`src/rtl/ga_pkg.sv`:
```
// ga_pkg
// Shared definitions for the GA run controller slice.
//   ga_state_e          : run-controller FSM state encoding
//   ERROR_WIDTH_DEFAULT : default width of GA error/fitness values
package ga_pkg;

    localparam int unsigned ERROR_WIDTH_DEFAULT = 9;

    typedef enum logic [2:0] {
        S_IDLE     = 3'd0,
        S_GA_RESET = 3'd1,
        S_RUN      = 3'd2,
        S_RESEED   = 3'd3,
        S_DONE     = 3'd4
    } ga_state_e;

endpackage

```
`src/rtl/sat_counter.sv`:
```
// sat_counter
// Saturating up-counter with synchronous clear.
//   clk, rst     : clock, synchronous active-high reset
//   clr_i        : clear to zero (wins over inc_i)
//   inc_i        : increment by one, holding at all-ones
//   count_o      : registered count
//   count_inc_o  : value the counter would take on an increment
module sat_counter #(
    parameter int unsigned Width = 8
) (
    input  logic             clk,
    input  logic             rst,
    input  logic             clr_i,
    input  logic             inc_i,
    output logic [Width-1:0] count_o,
    output logic [Width-1:0] count_inc_o
);

    logic [Width-1:0] count_q;
    logic [Width-1:0] count_inc_s;

    // Saturating successor of the current count.
    always_comb begin
        count_inc_s = count_q;
        if (count_q == {Width{1'b1}}) begin
            count_inc_s = count_q;
        end else begin
            count_inc_s = count_q + Width'(1);
        end
    end

    // Count register.
    always_ff @(posedge clk) begin
        if (rst) begin
            count_q <= '0;
        end else if (clr_i) begin
            count_q <= '0;
        end else if (inc_i) begin
            count_q <= count_inc_s;
        end else begin
            count_q <= count_q;
        end
    end

    assign count_o     = count_q;
    assign count_inc_o = count_inc_s;

endmodule

```
`src/rtl/ga_run_controller.sv`:
```
// ga_run_controller
// Sequences one GA run: resets the GA datapath, lets it run generation by
// generation, tracks the best error, reseeds on stagnation and stops when
// solved, when the generation limit is hit, or on abort.
//   clk, rst            : clock, synchronous active-high reset
//   start, abort        : run request / stop request
//   targetError         : solved when GA error <= this
//   maxGenerations      : generation limit (0 = unlimited)
//   stallLimit          : non-improving generations before reseed (0 = never)
//   genDone, gaBestError: end-of-generation pulse and its best error
//   gaRst, gaCe, reseed : GA datapath controls
//   busy, done, solved  : run status
//   generation, bestError : completed generations / lowest error this run
module ga_run_controller
    import ga_pkg::*;
#(
    parameter int unsigned ErrorWidth      = ERROR_WIDTH_DEFAULT,
    parameter int unsigned GenerationWidth = 16,
    parameter int unsigned StallWidth      = 8,
    parameter int unsigned ResetCycles     = 4
) (
    input  logic                       clk,
    input  logic                       rst,
    input  logic                       start,
    input  logic                       abort,
    input  logic [ErrorWidth-1:0]      targetError,
    input  logic [GenerationWidth-1:0] maxGenerations,
    input  logic [StallWidth-1:0]      stallLimit,
    input  logic                       genDone,
    input  logic [ErrorWidth-1:0]      gaBestError,
    output logic                       gaRst,
    output logic                       gaCe,
    output logic                       reseed,
    output logic                       busy,
    output logic                       done,
    output logic                       solved,
    output logic [GenerationWidth-1:0] generation,
    output logic [ErrorWidth-1:0]      bestError
);

    localparam int unsigned RcWidth = (ResetCycles > 1) ? $clog2(ResetCycles) : 1;
    localparam logic [RcWidth-1:0] RcLast = RcWidth'(ResetCycles - 1);

    ga_state_e                  state_q;
    logic [RcWidth-1:0]         rc_q;
    logic                       ga_rst_q, ga_ce_q, reseed_q, busy_q, done_q, solved_q;
    logic [ErrorWidth-1:0]      best_error_q;
    logic [GenerationWidth-1:0] gen_q, gen_d;
    logic [StallWidth-1:0]      stall_q, stall_inc_s, stall_d;
    logic                       start_ok_s, run_step_s, improved_s;
    logic                       stall_clr_s, stall_inc_en_s;

    // Counter controls and the post-generation counts used by the exit tests.
    always_comb begin
        start_ok_s     = 1'b0;
        run_step_s     = 1'b0;
        improved_s     = (gaBestError < best_error_q);
        stall_d        = stall_inc_s;
        stall_clr_s    = 1'b0;
        stall_inc_en_s = 1'b0;
        if (((state_q == S_IDLE) || (state_q == S_DONE)) && start) begin
            start_ok_s = 1'b1;
        end else begin
            start_ok_s = 1'b0;
        end
        // abort beats genDone, so an aborted generation is not counted
        if ((state_q == S_RUN) && genDone && !abort) begin
            run_step_s = 1'b1;
        end else begin
            run_step_s = 1'b0;
        end
        if (improved_s) begin
            stall_d = '0;
        end else begin
            stall_d = stall_inc_s;
        end
        stall_clr_s    = start_ok_s || (state_q == S_RESEED) || (run_step_s && improved_s);
        stall_inc_en_s = run_step_s && !improved_s;
    end

    sat_counter #(.Width(GenerationWidth)) u_gen_cnt (
        .clk         (clk),
        .rst         (rst),
        .clr_i       (start_ok_s),
        .inc_i       (run_step_s),
        .count_o     (gen_q),
        .count_inc_o (gen_d)
    );

    sat_counter #(.Width(StallWidth)) u_stall_cnt (
        .clk         (clk),
        .rst         (rst),
        .clr_i       (stall_clr_s),
        .inc_i       (stall_inc_en_s),
        .count_o     (stall_q),
        .count_inc_o (stall_inc_s)
    );

    // Run FSM with registered GA controls and status.
    always_ff @(posedge clk) begin
        if (rst) begin
            state_q      <= S_IDLE;
            rc_q         <= '0;
            ga_rst_q     <= 1'b1;
            ga_ce_q      <= 1'b0;
            reseed_q     <= 1'b0;
            busy_q       <= 1'b0;
            done_q       <= 1'b0;
            solved_q     <= 1'b0;
            best_error_q <= '1;
        end else begin
            case (state_q)
                S_IDLE, S_DONE: begin
                    if (start) begin
                        state_q      <= S_GA_RESET;
                        rc_q         <= '0;
                        ga_rst_q     <= 1'b1;
                        ga_ce_q      <= 1'b0;
                        reseed_q     <= 1'b0;
                        busy_q       <= 1'b1;
                        done_q       <= 1'b0;
                        solved_q     <= 1'b0;
                        best_error_q <= '1;
                    end
                end
                S_GA_RESET: begin
                    if (abort) begin
                        state_q  <= S_DONE;
                        ga_rst_q <= 1'b0;
                        ga_ce_q  <= 1'b0;
                        busy_q   <= 1'b0;
                        done_q   <= 1'b1;
                        solved_q <= 1'b0;
                    end else if (rc_q == RcLast) begin
                        state_q  <= S_RUN;
                        ga_rst_q <= 1'b0;
                        ga_ce_q  <= 1'b1;
                    end else begin
                        rc_q <= rc_q + RcWidth'(1);
                    end
                end
                S_RUN: begin
                    if (abort) begin
                        state_q  <= S_DONE;
                        ga_ce_q  <= 1'b0;
                        busy_q   <= 1'b0;
                        done_q   <= 1'b1;
                        solved_q <= 1'b0;
                    end else if (genDone) begin
                        if (improved_s) begin
                            best_error_q <= gaBestError;
                        end
                        // exit priority: solved, then generation limit, then stall
                        if (gaBestError <= targetError) begin
                            state_q  <= S_DONE;
                            ga_ce_q  <= 1'b0;
                            busy_q   <= 1'b0;
                            done_q   <= 1'b1;
                            solved_q <= 1'b1;
                        end else if ((maxGenerations != '0) && (gen_d == maxGenerations)) begin
                            state_q  <= S_DONE;
                            ga_ce_q  <= 1'b0;
                            busy_q   <= 1'b0;
                            done_q   <= 1'b1;
                            solved_q <= 1'b0;
                        end else if ((stallLimit != '0) && (stall_d == stallLimit)) begin
                            state_q  <= S_RESEED;
                            ga_ce_q  <= 1'b0;
                            reseed_q <= 1'b1;
                        end
                    end
                end
                S_RESEED: begin
                    reseed_q <= 1'b0;
                    if (abort) begin
                        state_q  <= S_DONE;
                        ga_ce_q  <= 1'b0;
                        busy_q   <= 1'b0;
                        done_q   <= 1'b1;
                        solved_q <= 1'b0;
                    end else begin
                        state_q <= S_RUN;
                        ga_ce_q <= 1'b1;
                    end
                end
                default: begin
                    state_q      <= S_IDLE;
                    rc_q         <= '0;
                    ga_rst_q     <= 1'b1;
                    ga_ce_q      <= 1'b0;
                    reseed_q     <= 1'b0;
                    busy_q       <= 1'b0;
                    done_q       <= 1'b0;
                    solved_q     <= 1'b0;
                    best_error_q <= '1;
                end
            endcase
        end
    end

    assign gaRst      = ga_rst_q;
    assign gaCe       = ga_ce_q;
    assign reseed     = reseed_q;
    assign busy       = busy_q;
    assign done       = done_q;
    assign solved     = solved_q;
    assign generation = gen_q;
    assign bestError  = best_error_q;

endmodule

```
`config.mk`:
```
export PLATFORM = sky130hd
export DESIGN_NAME = ga_run_controller
export DESIGN_NICKNAME = d
export VERILOG_FILES = /design/src/rtl/ga_pkg.sv /design/src/rtl/sat_counter.sv /design/src/rtl/ga_run_controller.sv
export SDC_FILE = /design/constraint.sdc
export NUM_CORES = 1
export LEC_CHECK = 0
export ABC_AREA = 1
export ABC_CLOCK_PERIOD_IN_PS = 1900
export BUFFER_PORTS_ARGS = -buffer_cell sky130_fd_sc_hd__buf_2
export CORE_ASPECT_RATIO = 0.75
export CORE_MARGIN = 3
export CORE_UTILIZATION = 35
export CTS_CLUSTER_SIZE = 30
export DETAILED_ROUTE_END_ITERATION = 8
export RECOVER_POWER = 50
export SLEW_MARGIN = 10
export SYNTH_ARGS = -nofsm -noshare
export SYNTH_HDL_FRONTEND = slang
export SYNTH_SLANG_ARGS = --single-unit
```
`constraint.sdc`:
```
create_clock -name clk -period 1.9 [get_ports clk]
set_input_delay 0.285 -clock clk [delete_from_list [all_inputs] [get_ports clk]]
set_output_delay 0.285 -clock clk [all_outputs]
set_load 0.01 [all_outputs]
```
Yosys cells after proc, flatten, opt, wreduce, memory -nomap -nowiden
Cells that the tools add are included.
W data, S select, Z words.
- add/sub/neg operators: 3
- multipliers: 0
- div/mod/pow operators: 0
- order comparisons: 2
- equality and inequality tests: 23
- shift-type cells: 0
- multiplexer cells: 60
- bitwise logic cells: 3
- reduce and logical (&&, ||, !) cells: 26
- operators with widths (operator ; count):
    $mux W9 ; 4
    $mux W1 ; 32
    $mux W3 ; 9
    $pmux W9 S3 ; 1
    $add A16 B1 Y16 const B ; 1
    $eq A16 B16 Y1 ; 1
    $eq A16 B16 Y1 const B ; 1
    $mux W16 ; 1
    $mux W8 ; 2
    $ne A2 B2 Y1 const B ; 8
    $reduce_bool A16 Y1 ; 1
    $pmux W1 S3 ; 5
    $pmux W3 S4 ; 1
    $reduce_and A4 Y1 ; 3
    $reduce_or A2 Y1 ; 5
    $le A9 B9 Y1 ; 1
    $lt A9 B9 Y1 ; 1
    $add A8 B1 Y8 const B ; 1
    $eq A8 B8 Y1 ; 1
    $eq A8 B8 Y1 const B ; 1
    $reduce_bool A8 Y1 ; 1
    $logic_and A1 B1 Y1 ; 7
    $reduce_and A7 Y1 ; 1
    $eq A3 B2 Y1 const B ; 2
    other kinds (17) ; 26
- bits in registers: 44
- latch bits: 0
- RAM bits: 0
- memory bits (read-only): 0
- bits of input ports: 47
- output and inout port bits: 31
- logic and storage cells: 128
- memories kept: 0

Depth between registers and ports, before layout
- depth in word-level cells: 11
- gate-level depth with buffers: 20
- mapped depth without buffers: 20

Hierarchy
A second synthesis with hierarchy kept.
- cells, all modules: 577
- area, all modules: 3559.7 sq um
- by module, submodules not included (module ; times used ; cells an instance ; area an instance (sq um) ; sequential area each (sq um)):
    ga_run_controller ; 1 ; 308 ; 1895.6 ; 400.4
    sat_counter at u_gen_cnt ; 1 ; 186 ; 1139.8 ; 320.3
    sat_counter at u_stall_cnt ; 1 ; 83 ; 524.3 ; 160.2

Least setup slack after synthesis
OpenSTA, ideal clock, no wires.
- path type: flip-flop to flip-flop
- start point: register best_error_q[8] (netlist: bestError[8])
- end point: register ga_ce_q (netlist: gaCe)
- library setup time: 113 ps
- data arrival time: 2062 ps
- data required time: 1787 ps
- path slack: -275 ps
- stages on the path, launching flop included: 15
- path buffers: 1
- period minus slack after synthesis: 2175 ps
- cells stage by stage: dfxtp_1 inv_1 ha_1 a21o_1 nor2_1 nand3_1 buf_2 nand2_1 nor2_1 nor3b_1 nand3_1 nand4_2 nand2_2 nor2_1 nor2_1
- cells in the longest elaborated chain, start to end: 6
- RTL lines (element ; RTL line ; source):
    start, declared ; ga_run_controller.sv:47 ; logic [ErrorWidth-1:0] best_error_q;
    start signal, assigned ; ga_run_controller.sv:151 ; best_error_q <= gaBestError;
    $lt A9 B9 Y1 ; ga_run_controller.sv:57 ; improved_s = (gaBestError < best_error_q);
    $mux W8 ; ga_run_controller.sv:72 ; if (improved_s) begin
    $eq A8 B8 Y1 ; ga_run_controller.sv:166 ; end else if ((stallLimit != '0) && (stall_d == stallLimit)) begin
    $logic_and A1 B1 Y1 ; ga_run_controller.sv:166 ;
    $ne A5 B2 Y1 (no line) ; -- ;
    $reduce_and A4 Y1 (no line) ; -- ;
    end signal, assigned ; ga_run_controller.sv:162 ; ga_ce_q <= 1'b0;
    end signal, assigned ; ga_run_controller.sv:168 ; ga_ce_q <= 1'b0;
    end signal, assigned ; ga_run_controller.sv:177 ; ga_ce_q <= 1'b0;
    end, declared ; ga_run_controller.sv:46 ; logic ga_rst_q, ga_ce_q, reseed_q, busy_q, done_q, solved_q;
Every way passes these cells.
A chain may end at the register's enable or synchronous reset.

Worst setup path in the final report
- start point: register u_gen_cnt.count_q[1] (netlist: u_gen_cnt.count_o[1])
- end point: register state_q[2]
- cells in the longest elaborated chain, start to end: 9
- elaborated cells between the ends (all ways): 12
- those cells by class: 1 x add/sub; 3 x eq/ne; 6 x mux; 2 x reduce/logical
- RTL lines (element ; RTL line ; source):
    start, declared ; sat_counter.sv:19 ; logic [Width-1:0] count_q;
    start signal, assigned ; sat_counter.sv:39 ; count_q <= count_inc_s;
    start signal, assigned ; sat_counter.sv:41 ; count_q <= count_q;
    $add A16 B1 Y16 or $eq A16 B16 Y1 (tied branches) ; sat_counter.sv:28, sat_counter.sv:25 ;
    $mux W16 (*) ; sat_counter.sv:25 ; if (count_q == {Width{1'b1}}) begin
    $eq A16 B16 Y1 (*) ; ga_run_controller.sv:160 ; end else if ((maxGenerations != '0) && (gen_d == maxGenerations)) begin
    $logic_and A1 B1 Y1 (*) ; ga_run_controller.sv:160 ;
    $mux W3 ; ga_run_controller.sv:160 ;
    $mux W3 ; ga_run_controller.sv:154 ; if (gaBestError <= targetError) begin
    $mux W3 ; ga_run_controller.sv:149 ; end else if (genDone) begin
    $mux W3 ; ga_run_controller.sv:143 ; if (abort) begin
    $pmux W3 S4 ; ga_run_controller.sv:112 ; case (state_q)
    end signal, assigned ; ga_run_controller.sv:115 ; state_q <= S_GA_RESET;
    end signal, assigned ; ga_run_controller.sv:144 ; state_q <= S_DONE;
    end signal, assigned ; ga_run_controller.sv:155 ; state_q <= S_DONE;
    end, declared ; ga_run_controller.sv:44 ; ga_state_e state_q;
Mark *: on every way between the ends. The rest lies on a longest branch, timed or not. The select of a mux whose other input is x is not followed.

==> results by group <==
Run status
  • Status: finished, violations left
  • Failing checks: negative setup slack

Flow run
  • Max-Cap Viols: 0

Clocking
  • Clock slew at reported path FFs: 70 ps
  • # hold bufs at CTS: 0
  • CTS H-Tree Depth: 2
  • Clk sinks: 44
  • CTS tree: built
  • Cts bufs inserted: 5
  • Clock tree buffer depth: 2
  • Clk root buf: clkbuf_16
  • Skew-Pair Late Insertion Delay: 290 ps

Synth
  • Syn nets: 656
  • Count leader, synth: nand2_1
  • Synth Area in Adders: 7.00%
  • Compound-Gate Fraction of Synth Area: 13.3%
  • Synth Area in XOR/XNOR: 1.96%
  • Seq/Total Area, Yosys: 24.6%
  • #FFs+latches synth: 44
  • Synth warnings: 0
  • Share of the synthesized area in the top cell type: 24.6%
  • Mapped cell area: 3570 um^2
  • Synth top area cells: dfxtp_1 (25%), nand2_1 (17%), inv_1 (11%), ha_1 (7.0%), nand3_1 (6.6%)
  • Post-Synth Simple-Gate Area: 40.1%
  • Mux cell area share after synthesis: 0%
  • Syn Inst Count: 589
  • Commonest cells post-synth: nand2_1 (163), inv_1 (103), nor2_1 (59), nand3_1 (47), dfxtp_1 (44)
  • Cell variety after synth: 38
  • Async S/R FF share, synth: 0%
  • Top FF cell, synth: dfxtp_1
  • Post-synth top area cell: dfxtp_1
  • EDFF count, synth: 0
  • Largest family of logic cells by synthesized area: simple AND/OR/NAND/NOR gates
  • Syn Area/Cell: 6.07 um^2

Finish
  • Proportion of layout cells with a drive suffix above 1: 39.4%
  • Multi-input combinational cell area: 2750 um^2
  • # fillers: 897
  • Sequential Area: 893 um^2
  • Area Growth Syn to Fin: 59.0%
  • # nets final: 833
  • Fin area: 5690 um^2
  • Diodes inserted: 0

Worst setup path
  • Startpoint types: flip-flop
  • Biggest cell delay along the critical path: 360 ps
  • Most used cell, CP: nand2_2
  • Crit. End Element: flip-flop
  • Worst EP required: 2090 ps
  • Crit path kind: flip-flop to flip-flop
  • Worst-path cell chain: ha_4, nand2_4, nor2_4, nand2_4, nor2_4, clkinv_4, buf_12, buf_6, nand2_2, nand2_2, nand2_2, nor2_2, nand3_2, nor2_4, nand2_4, nand2_1, nand2_2, nand2_1, nor2_1, nor2_1
  • CP Max Fanout: 6
  • Arr. time, crit path: 2430 ps
  • Crit-path slowest cell: dfxtp_4

Floorplan
  • Placeable Area: 9810 um^2
  • Initial Util: 36.4%
  • Die Span X: 123 um
  • DIE AREA: 11500 um^2
  • # rows: 31
  • Chip height: 93.5 um
  • Ports: 78

STA
  • Actual slew at the worst max-slew pin: 386 ps
  • Tmin final: 2240 ps
  • Setup Skew: 8.30 ps
  • RSZ-0062 raised after global routing: true
  • Final hold violation count: 0
  • Period utilization: 118%
  • Slew Limit Headroom: 74.3%
  • Final worst setup slack: -337 ps
  • Final setup viols: 25
  • Fmax: 447 MHz
  • Fin. max-slew vios: 0

Power and ir drop
  • Pwr dens: 951 nW/um^2
  • LEAKAGE: 2.90 nW
  • Peak supply drop: 0.000784 V
  • Tot Pwr: 5.41 mW

Global routing
  • Number of global-route vias before repair: 4286
  • First-pass GRT wire length: 19.9 mm
  • Largest net degree at the start of global routing: 20
  • Grt total ovfl: 0
  • Initial antenna violation count: 0
  • Total global-route track usage: 21.6%

Detailed routing
  • Drt initial violations: 210
  • DR DRC count: 0
  • DR WL/cell: 13.5 um
  • DRT Pass-1 Iters: 5
  • Routed WL: 12.1 mm
  • Vias: 4415
  • Vias per cell: 4.91
  • Antenna Nets Post-Route: 0

Min path
  • Worst hold path type: primary input to flip-flop

Place
  • DP Area: 4800 um^2
  • Gp weighted congestion: 0.877
  • Hpwl dp: 8.64 mm
  • I/O Buffers: 77
-- state kept, by name, summed over array words and instances, names as in the netlist --
name                 cells
u_gen_cnt.count_o       16
bestError                9
u_stall_cnt.count_o      8
state_q                  3
rc_q                     2
busy                     1
done                     1
gaCe                     1
gaRst                    1
reseed                   1
solved                   1
-- placed cells by master (no fill, tap or decap), drive strengths merged, types with 7 or more instances in the layout --
cell    instances
nand4          12
o21ai          33
nor2           67
buf           163
clkbuf         23
nand3          53
inv           105
o211ai         13
a21oi          31
dfxtp          44
ha             20
xor2            7
nand2         170
-- where the power goes --
part	total, mW	leakage [nW]	internal (mW)	switching, mW
logic	3.02	2.45	1.44	1.58
registers	1.25	0.359	1.12	0.133
clock network	1.13	0.0911	0.755	0.378
total	5.41	2.90	3.32	2.09
-- routing by layer --
layer	share of wire [%]	global-route usage [%]
met1	48	29.6
met2	44	34.4
met3	6.3	3.39
met4	1.8	7.18
met5	0	0
-- layout make-up --
class	count	share of cell area, %
Clock inverter	2	1.06
Clock buffer	6	2.27
Sequential cell	44	15.7
Inverter	107	7.20
Multi-Input combinational cell	428	48.4
Timing Repair Buffer	180	22.5
Tap cell	132	2.90
-- cell families after synthesis --
kind of cell | after synthesis
AOI/OAI and AO/OA | 84
xor gates and xnor gates | 8
DFF | 44
and+or+nand+nor | 315
buffers and inverters | 118
adders and majority gates | 20
-- worst paths after layout --
check	from	end	slack [ps]	cells after the start
worst max-delay path	u_gen_cnt.count_o[1]	state_q[2]	-340	20
worst min-delay path	rst	done	220	2
worst max register to register	u_gen_cnt.count_o[1]	state_q[2]	-340	20
worst min register to register	reseed	reseed	460	2
-- critical path, delay by kind of cell (launching register included) --
kind,cells,cell delay [ps]
adder cells (fa/ha/maj),1,140
flip-flops,1,360
buffers and inverters,3,360
AND/OR/NAND/NOR,16,1250
-- metrics by stage --
step,utilization (%),hold WS [ps],setup slack (ps),instances,TNS (ps)
6_report,57.9,223,-337,899,-5260
5_1_grt,57.9,232,-495,899,-8750
4_1_cts,55.3,222,-268,893,-3700
3_5_place_dp,48.9,449,-403,871,-7280
3_3_place_gp,48.9,447,-376,871,-6530
2_1_floorplan,-,354,-105,589,-700
-- repair_timing --
item	CTS	global route
setup endpoints to repair	25	41
pin swaps	15	21
gates resized for setup	78	73
cloned	4	1
buffers inserted	11	7
Power figures use the tool's default switching activity.
